File: src/rtl/hit_judge.sv
// hit_judge: lane-based rhythm-game judge. Opens a timed window per note
// strobe, edge-detects presses per lane, grades GREAT/GOOD/MISS and keeps
// a saturating score, current combo and max combo.
module hit_judge #(
  parameter int NUM_LANES      = 3,
  parameter int WINDOW         = 8,
  parameter int GREAT_WINDOW   = 3,
  parameter int GREAT_PTS      = 300,
  parameter int GOOD_PTS       = 100,
  parameter int MISS_PTS       = 50,
  parameter int PENALISE_STRAY = 1,
  parameter int SCORE_W        = 16,
  parameter int COMBO_W        = 10
) (
  input  logic                 clk,
  input  logic                 reset,
  input  logic                 note_valid,
  input  logic [NUM_LANES-1:0] notes,
  input  logic [NUM_LANES-1:0] player_input,
  input  logic                 clear_stats,
  output logic                 window_open,
  output logic                 judge_great,
  output logic                 judge_good,
  output logic                 judge_miss,
  output logic [SCORE_W-1:0]   score,
  output logic [COMBO_W-1:0]   combo,
  output logic [COMBO_W-1:0]   max_combo
);

  localparam int CNT_W = (WINDOW > 1) ? $clog2(WINDOW) : 1;
  // Wide enough that score + any 32-bit points value never wraps.
  localparam int AW    = SCORE_W + 33;

  typedef enum logic {IDLE, OPEN} state_t;
  typedef enum logic [1:0] {J_NONE, J_GREAT, J_GOOD, J_MISS} grade_t;

  state_t               state, state_d;
  grade_t               grade;
  logic [CNT_W-1:0]     cnt, cnt_d;
  logic [NUM_LANES-1:0] expected, expected_d;
  logic [NUM_LANES-1:0] hit_mask, hit_mask_d;
  logic [NUM_LANES-1:0] prev_input;
  logic [NUM_LANES-1:0] rise, wrong, match;
  logic                 early, last;

  logic [AW-1:0]        pts, sum;
  logic [SCORE_W-1:0]   score_hit, score_miss;
  logic [COMBO_W-1:0]   combo_hit, max_hit;

  // Per-lane press edge, wrong-lane flag and "lane satisfied" flag.
  // A lane matches when its accumulated/new hit equals its requirement,
  // so an all-ones match vector means the note is complete.
  for (genvar l = 0; l < NUM_LANES; l++) begin : g_lane
    assign rise[l]  = player_input[l] & ~prev_input[l];
    assign wrong[l] = rise[l] & ~expected[l];
    assign match[l] = ((hit_mask[l] | rise[l]) == expected[l]);
  end

  assign early = (int'(cnt) < GREAT_WINDOW);
  assign last  = (int'(cnt) == WINDOW - 1);

  // Window control and grading decision for the current edge.
  always_comb begin
    grade      = J_NONE;
    state_d    = state;
    expected_d = expected;
    hit_mask_d = hit_mask;
    cnt_d      = cnt;
    case (state)
      IDLE: begin
        // Presses on the strobe edge are ignored; a rest note opens nothing.
        if (note_valid) begin
          if (|notes) begin
            state_d    = OPEN;
            expected_d = notes;
            hit_mask_d = '0;
            cnt_d      = '0;
          end
        end else if ((|rise) && (PENALISE_STRAY != 0)) begin
          grade = J_MISS;
        end
      end
      OPEN: begin
        // Old note is always judged first, even when a new strobe lands.
        if (|wrong)                  grade = J_MISS;
        else if (&match)             grade = early ? J_GREAT : J_GOOD;
        else if (note_valid || last) grade = J_MISS;

        if (grade != J_NONE) begin
          state_d = IDLE;
        end else begin
          hit_mask_d = hit_mask | rise;
          cnt_d      = cnt + CNT_W'(1);
        end

        // A strobe while open replaces the window on this same edge.
        if (note_valid) begin
          if (|notes) begin
            state_d    = OPEN;
            expected_d = notes;
            hit_mask_d = '0;
            cnt_d      = '0;
          end else begin
            state_d    = IDLE;
          end
        end
      end
    endcase
  end

  // Saturating score/combo arithmetic for the candidate update.
  always_comb begin
    pts        = (grade == J_GREAT) ? AW'(GREAT_PTS) : AW'(GOOD_PTS);
    sum        = AW'(score) + pts;
    score_hit  = (|sum[AW-1:SCORE_W]) ? '1 : sum[SCORE_W-1:0];
    score_miss = (AW'(score) < AW'(MISS_PTS)) ? '0 : score - SCORE_W'(MISS_PTS);
    combo_hit  = (&combo) ? combo : combo + COMBO_W'(1);
    max_hit    = (combo_hit > max_combo) ? combo_hit : max_combo;
  end

  // Window state, lane bookkeeping and input history.
  always_ff @(posedge clk) begin
    if (reset) begin
      state       <= IDLE;
      cnt         <= '0;
      expected    <= '0;
      hit_mask    <= '0;
      prev_input  <= '0;
      window_open <= 1'b0;
    end else begin
      state       <= state_d;
      cnt         <= cnt_d;
      expected    <= expected_d;
      hit_mask    <= hit_mask_d;
      prev_input  <= player_input;
      window_open <= (state_d == OPEN);
    end
  end

  // One-cycle judge pulses, registered from the grading decision.
  always_ff @(posedge clk) begin
    if (reset) begin
      judge_great <= 1'b0;
      judge_good  <= 1'b0;
      judge_miss  <= 1'b0;
    end else begin
      judge_great <= (grade == J_GREAT);
      judge_good  <= (grade == J_GOOD);
      judge_miss  <= (grade == J_MISS);
    end
  end

  // Score and combo; clear_stats beats a same-edge grade update.
  always_ff @(posedge clk) begin
    if (reset || clear_stats) begin
      score     <= '0;
      combo     <= '0;
      max_combo <= '0;
    end else begin
      case (grade)
        J_GREAT, J_GOOD: begin
          score     <= score_hit;
          combo     <= combo_hit;
          max_combo <= max_hit;
        end
        J_MISS: begin
          score     <= score_miss;
          combo     <= '0;
        end
        default: ;
      endcase
    end
  end

endmodule

File: config.mk
export PLATFORM = sky130hd
export DESIGN_NAME = hit_judge
export DESIGN_NICKNAME = d
export VERILOG_FILES = /design/src/rtl/hit_judge.sv
export SDC_FILE = /design/constraint.sdc
export NUM_CORES = 1
export LEC_CHECK = 0
export CAP_MARGIN = 25
export CORE_ASPECT_RATIO = 0.7
export CORE_MARGIN = 5
export CORE_UTILIZATION = 35
export DETAILED_ROUTE_END_ITERATION = 10
export PLACE_DENSITY = 0.58
export SYNTH_ARGS = -nofsm -noshare
export SYNTH_HDL_FRONTEND = slang
export SYNTH_SLANG_ARGS = --single-unit
File: constraint.sdc
create_clock -name clk -period 5.5 [get_ports clk]
set_input_delay 1.1 -clock clk [delete_from_list [all_inputs] [get_ports clk]]
set_output_delay 1.1 -clock clk [all_outputs]
set_load 0.01 [all_outputs]
Word-level counts from Yosys, hierarchy flattened
Index checks and enable logic that the tools add are counted.
{ "op_classes": {"add_sub_neg": 4, "n_lt_le_gt_ge": 3, "eq_ne": 9, "mux": 31, "n_bitwise": 17, "n_reduce_logical": 14} }
{ "op_table": {"columns": ["cell", "n"], "rows": [
  ["33-bit OR reduction", 1],
  ["16-bit two-way mux", 2],
  ["16-bit case mux with 2 select lines", 1],
  ["3-bit two-way mux", 10],
  ["10-bit case mux with 2 select lines", 1],
  ["16-bit by 9-bit adder with 17-bit output", 1],
  ["16-bit by 6-bit < comparator with 1-bit output (second input constant)", 1],
  ["16-bit by 6-bit subtractor with 16-bit output (second input constant)", 1],
  ["2-bit two-way mux", 7],
  ["3-bit case mux with 2 select lines", 2],
  ["10-bit by 1-bit adder with 10-bit output (second input constant)", 1],
  ["10-bit > comparator", 1],
  ["10-bit two-way mux", 1],
  ["10-bit AND reduction", 1],
  ["9-bit two-way mux", 1],
  ["3-bit OR reduction", 3],
  ["1-bit NOT", 7],
  ["1-bit AND", 6],
  ["2-bit AND reduction", 3],
  ["2-bit equality test (second input constant)", 2],
  ["1-bit two-way mux", 4],
  ["2-bit inequality test (second input constant)", 2],
  ["2-bit case mux with 2 select lines", 1],
  ["2-bit nonzero test", 2],
  ["other kinds (11)", 16]
]} }
{ "word_totals": {"ff_bits": 52, "inputBits": 10, "word_cells": 89} }

Longest topological paths before layout
{ "depth": {"word_depth": 15, "ltp_mapped": 14} }

Worst setup path before layout
No wires, ideal clock.
{ "synth_timing": {"path_kind": "input -> register", "startpoint": "input port player_input[1]", "endpoint": "register score[5]", "setup_time_ps": 119, "t_arrival_ps": 4079, "required_time_ps": 5381, "path_slack_ps": 1302, "path_stages": 13, "n_path_buf": 1, "path_cell_list": "nand2b_1 -> and3_1 -> nor4b_2 -> nand2_1 -> o311a_1 -> ha_1 -> fa_1 -> a21oi_1 -> o21ai_1 -> and3_1 -> clkbuf_1 -> o21a_1 -> o221a_2"} }
{ "synth_via": {"elab_chain_len": 14, "elab_cells_between_ends": 23} }
{ "synth_rtl": {"columns": ["item", "line_no", "text"], "rows": [
  ["start, declared", "19", "input logic [NUM_LANES-1:0] player_input,"],
  ["1-bit AND *", "54", "assign rise[l] = player_input[l] & ~prev_input[l];"],
  ["1-bit bitwise OR", "56", "assign match[l] = ((hit_mask[l] | rise[l]) == expected[l]);"],
  ["1-bit equality test", "56", null],
  ["3-bit AND reduction", "86", "else if (&match) grade = early ? J_GREAT : J_GOOD;"],
  ["2-bit two-way mux", "86", null],
  ["2-bit two-way mux", "85", "if (|wrong) grade = J_MISS;"],
  ["2-bit two-way mux", "69", "case (state)"],
  ["2-bit case mux with 2 select lines *", "69", null],
  ["2-bit by 1-bit equality test with 1-bit output *", "113", "pts = (grade == J_GREAT) ? AW'(GREAT_PTS) : AW'(GOOD_PTS);"],
  ["9-bit two-way mux *", "113", null],
  ["named net pts[3]", "46", "logic [AW-1:0] pts, sum;"],
  ["16-bit by 9-bit adder with 17-bit output *", "114", "sum = AW'(score) + pts;"],
  ["33-bit OR reduction", "115", "score_hit = (|sum[AW-1:SCORE_W]) ? '1 : sum[SCORE_W-1:0];"],
  ["16-bit two-way mux *", "115", null],
  ["16-bit case mux with 2 select lines *", "160", "case (grade)"],
  ["end signal, assigned", "162", "score <= score_hit;"],
  ["end signal, assigned", "167", "score <= score_miss;"],
  ["end, declared", "25", "output logic [SCORE_W-1:0] score,"]
]} }
The timed path passes the listed nets; every way through them passes the cells marked *. The select of a mux whose other input is x is not followed.
A chain may end at the register's enable or synchronous reset.

Worst setup path after layout
{ "layout_timing": {"startpoint": "input port player_input[1]", "endpoint": "register score[2]"} }
{ "layout_via": {"elab_chain_len": 14, "elab_cells_between_ends": 23} }
{ "layout_rtl": {"columns": ["item", "line_no"], "rows": [
  ["1-bit AND *", "54"],
  ["1-bit bitwise OR", "56"],
  ["1-bit equality test", "56"],
  ["3-bit AND reduction", "86"],
  ["2-bit two-way mux", "86"],
  ["2-bit two-way mux", "85"],
  ["2-bit two-way mux", "69"],
  ["2-bit case mux with 2 select lines *", "69"],
  ["2-bit by 1-bit equality test with 1-bit output *", "113"],
  ["9-bit two-way mux *", "113"],
  ["named net pts[3]", "46"],
  ["16-bit by 9-bit adder with 17-bit output *", "114"],
  ["33-bit OR reduction *", "115"],
  ["16-bit two-way mux *", "115"],
  ["16-bit case mux with 2 select lines *", "160"]
]} }
Marked as above.

==> results.yml <==
run_status:
  outcome: "finished clean"
detailed_routing:
  dr.first_iter.drc_count: 271
  wire_per_inst_um: 16.2
  drcViolationCount: 0
  routed_wl_mm: 9.68
  drtAntennaViolNets: 0
  vias: 3427
  vias_per_cell: 5.75
  first_pass_iters: 5
floorplanning:
  die_x_um: 128
  coreArea_um2: 9650
  io_pins: 50
  die_h_um: 92.9
  initial_core_util: 0.356
  die_area_um2: 11900
  rows: 30
clock_tree:
  clockRootBuffer: "clkbuf_16"
  tritoncts: "yes"
  cts_buffers: 5
  clk_latency_ps: 300
  hold_buffers: 0
  cts.clk_slew.worst_paths_ps: 70
  htreeDepth: 2
  numClockSinks: 52
  ctsResizeCount: 0
  clk_path_buf_depth: 2
  cts_setup_buffers: 0
layout:
  multi_input_area_um2: 2220
  mostFrequentLayoutCells: "dfxtp_1 (52), clkdlybuf4s50_1 (49), a21oi_1 (36), nand2_1 (35), nor2_1 (31)"
  nFillCells: 961
  seq_area_um2: 1040
  layout.nets: 499
  drive_gt1_frac: 0.0641
  final_common_cell: "dfxtp_1"
  area_growth_syn_to_layout_pct: 22.3
  diodes: 0
timing:
  slew_headroom: 0.419
  tightestPinTransition_ps: 868
  rsz0062_at_grt: "no"
  fmax_mhz: 201
  drv_slew: 0
  finalClockSkew_ps: 4.03
  period_minus_slack_ps: 4970
  setup_tns_ps: 0
  hold_viol_final: 0
  setup_viol: 0
  post-route-period-util: 0.903
hold_path:
  min_path_type: "reg -> reg"
  min_from: "hit_mask[0]"
yosys:
  synth_seq_area_share: 0.303
  yosysTopAreaCell: "dfxtp_1"
  yosysUniqueCellTypes: 70
  syn_area_per_cell_um2: 8.02
  synth_cells: 428
  synth-main-ff-cell: "dfxtp_1"
  ys_warn_count: 0
  syn_nets: 460
  synth_seq_cells: 52
  async_flop_share: 0
  synth.cell_area_um2: 3430
  synth_area_leaders: "dfxtp_1 (30%), ha_1 (7.7%), a21oi_1 (5.2%)"
  synth_edf_count: 0
  synth_top_area_share: 0.303
global_routing:
  grt_util_met2: 0.228
  antenna_found_initial: 0
  grt_max_degree: 28
  grtUsageTotal: 0.161
  grt_use_met3: 0.0403
  grt_pass1_wl_mm: 15.8
  overflow: 0
  met1_usage: 0.241
  top_usage_layer: "met1"
  grt_pass1_vias: 3065
setup_path:
  cp-start-kind: "primary input"
  cp_slowest_cell: "o311ai_0"
  worst-setup-path-type: "in -> reg"
  cp-startpoint: "player_input[1]"
  cp.required_ps: 5720
  crit_arrival_ps: 5190
  cp-end-kind: "register"
  reg2reg_to: "score[2]"
  crit_fanout: 6
  reg2reg_setup_slack_ps: 1440
  max_stage_delay_ps: 510
  ff2ff_path_depth: 13
  worstSetupEndpoint: "score[2]"
  worstPathCellList: "clkdlybuf4s50_1 > nand2b_1 > and3_1 > nor4b_2 > nand2_1 > o311ai_0 > ha_1 > inv_1 > ha_1 > nand3_1 > o21ai_1 > nand3_1 > a311o_1 > a21oi_1"
  rr_startpoint: "prev_input[1]"
power_and_ir_drop:
  power.density_nw_per_um2: 294
  p_leak_nw: 1.51
  power.total_mw: 1.24
  vdd_ir_drop_max_mv: 0.126
place:
  place.gp.congestion: 0.870
  port_buffers: 49
  hpwl_mm: 7.11
run:
  maxCapViolations: 0
==> final cells by class <==
class                           count  area share
Multi-Input combinational cell    330       0.528
Clock buffer                        6      0.0307
Sequential cell                    52       0.248
Clock inverter                      2     0.00834
Inverter                           23      0.0205
Tap cell                          128      0.0381
Timing Repair Buffer               55       0.127
==> registers in the layout, indices dropped and copies added (netlist names) <==
name,count
prev_input,3
combo,10
score,16
hit_mask,3
judge_miss,1
max_combo,10
judge_good,1
judge_great,1
expected,3
state,1
cnt,3
==> where the power goes <==
group	switching, mW	internal (mW)
sequential	0.0542	0.402
combinational	0.237	0.183
clock	0.146	0.215
total	0.437	0.799
==> worst min-delay path by stage <==
stage                             end  slack (ps)  depth (start not counted)
after floorplan           hit_mask[2]         420                          2
after global placement    hit_mask[2]         430                          2
after detailed placement  hit_mask[1]         440                          2
after CTS                 hit_mask[1]         460                          2
after global routing      hit_mask[1]         500                          2
final                     hit_mask[0]         460                          2
==> cell families (layout without fill, tap and decap cells) <==
logic type / count (synthesis) / after routing / synth area share
multiplexers: 8 / 8 / 0.0244
buffers and inverters: 46 / 86 / 0.0517
AO/OA/AOI/OAI: 136 / 136 / 0.277
flip-flops: 52 / 52 / 0.303
adder cells (fa/ha/maj): 22 / 22 / 0.0823
XOR/XNOR: 10 / 10 / 0.0255
AND/OR/NAND/NOR: 154 / 154 / 0.236
==> metal layers <==
metal  up-vias  part of all wire
met5         -                 0
met4         0            0.0088
met3         9             0.078
met2       124              0.41
met1      1616              0.50
li1       1678                 -
==> synth_stat cells, types with 7 or more instances <==
cell type / n
nand2b_1: 11
nor3_1: 14
dfxtp_1: 52
nor2_1: 31
inv_1: 22
and3_1: 8
a21oi_1: 36
clkbuf_1: 18
o31ai_1: 7
nand2_1: 35
ha_1: 21
o21ai_0: 23
nor2b_1: 7
nand3_1: 19
a22oi_1: 7
==> worst max-delay path: cells and delay by family <==
kind	cells	cell delay, ps
AOI/OAI and AO/OA	4	1490
and+or+nand+nor	6	1350
adders and majority gates	2	700
buffers and inverters	2	550
==> through the flow <==
stage                     hold slack, ps  utilization  cell area [um^2]  setup WS, ps  instances
final                                456        0.436              4200           534        596
after global routing                 498        0.436              4200           280        596
after global placement               429        0.418              4030           484        587
after CTS                            459        0.435              4200           612        595
after floorplan                      416            -              3430          1300        428
after detailed placement             442        0.418              4030           311        587
(Power assumes the default switching activity.)
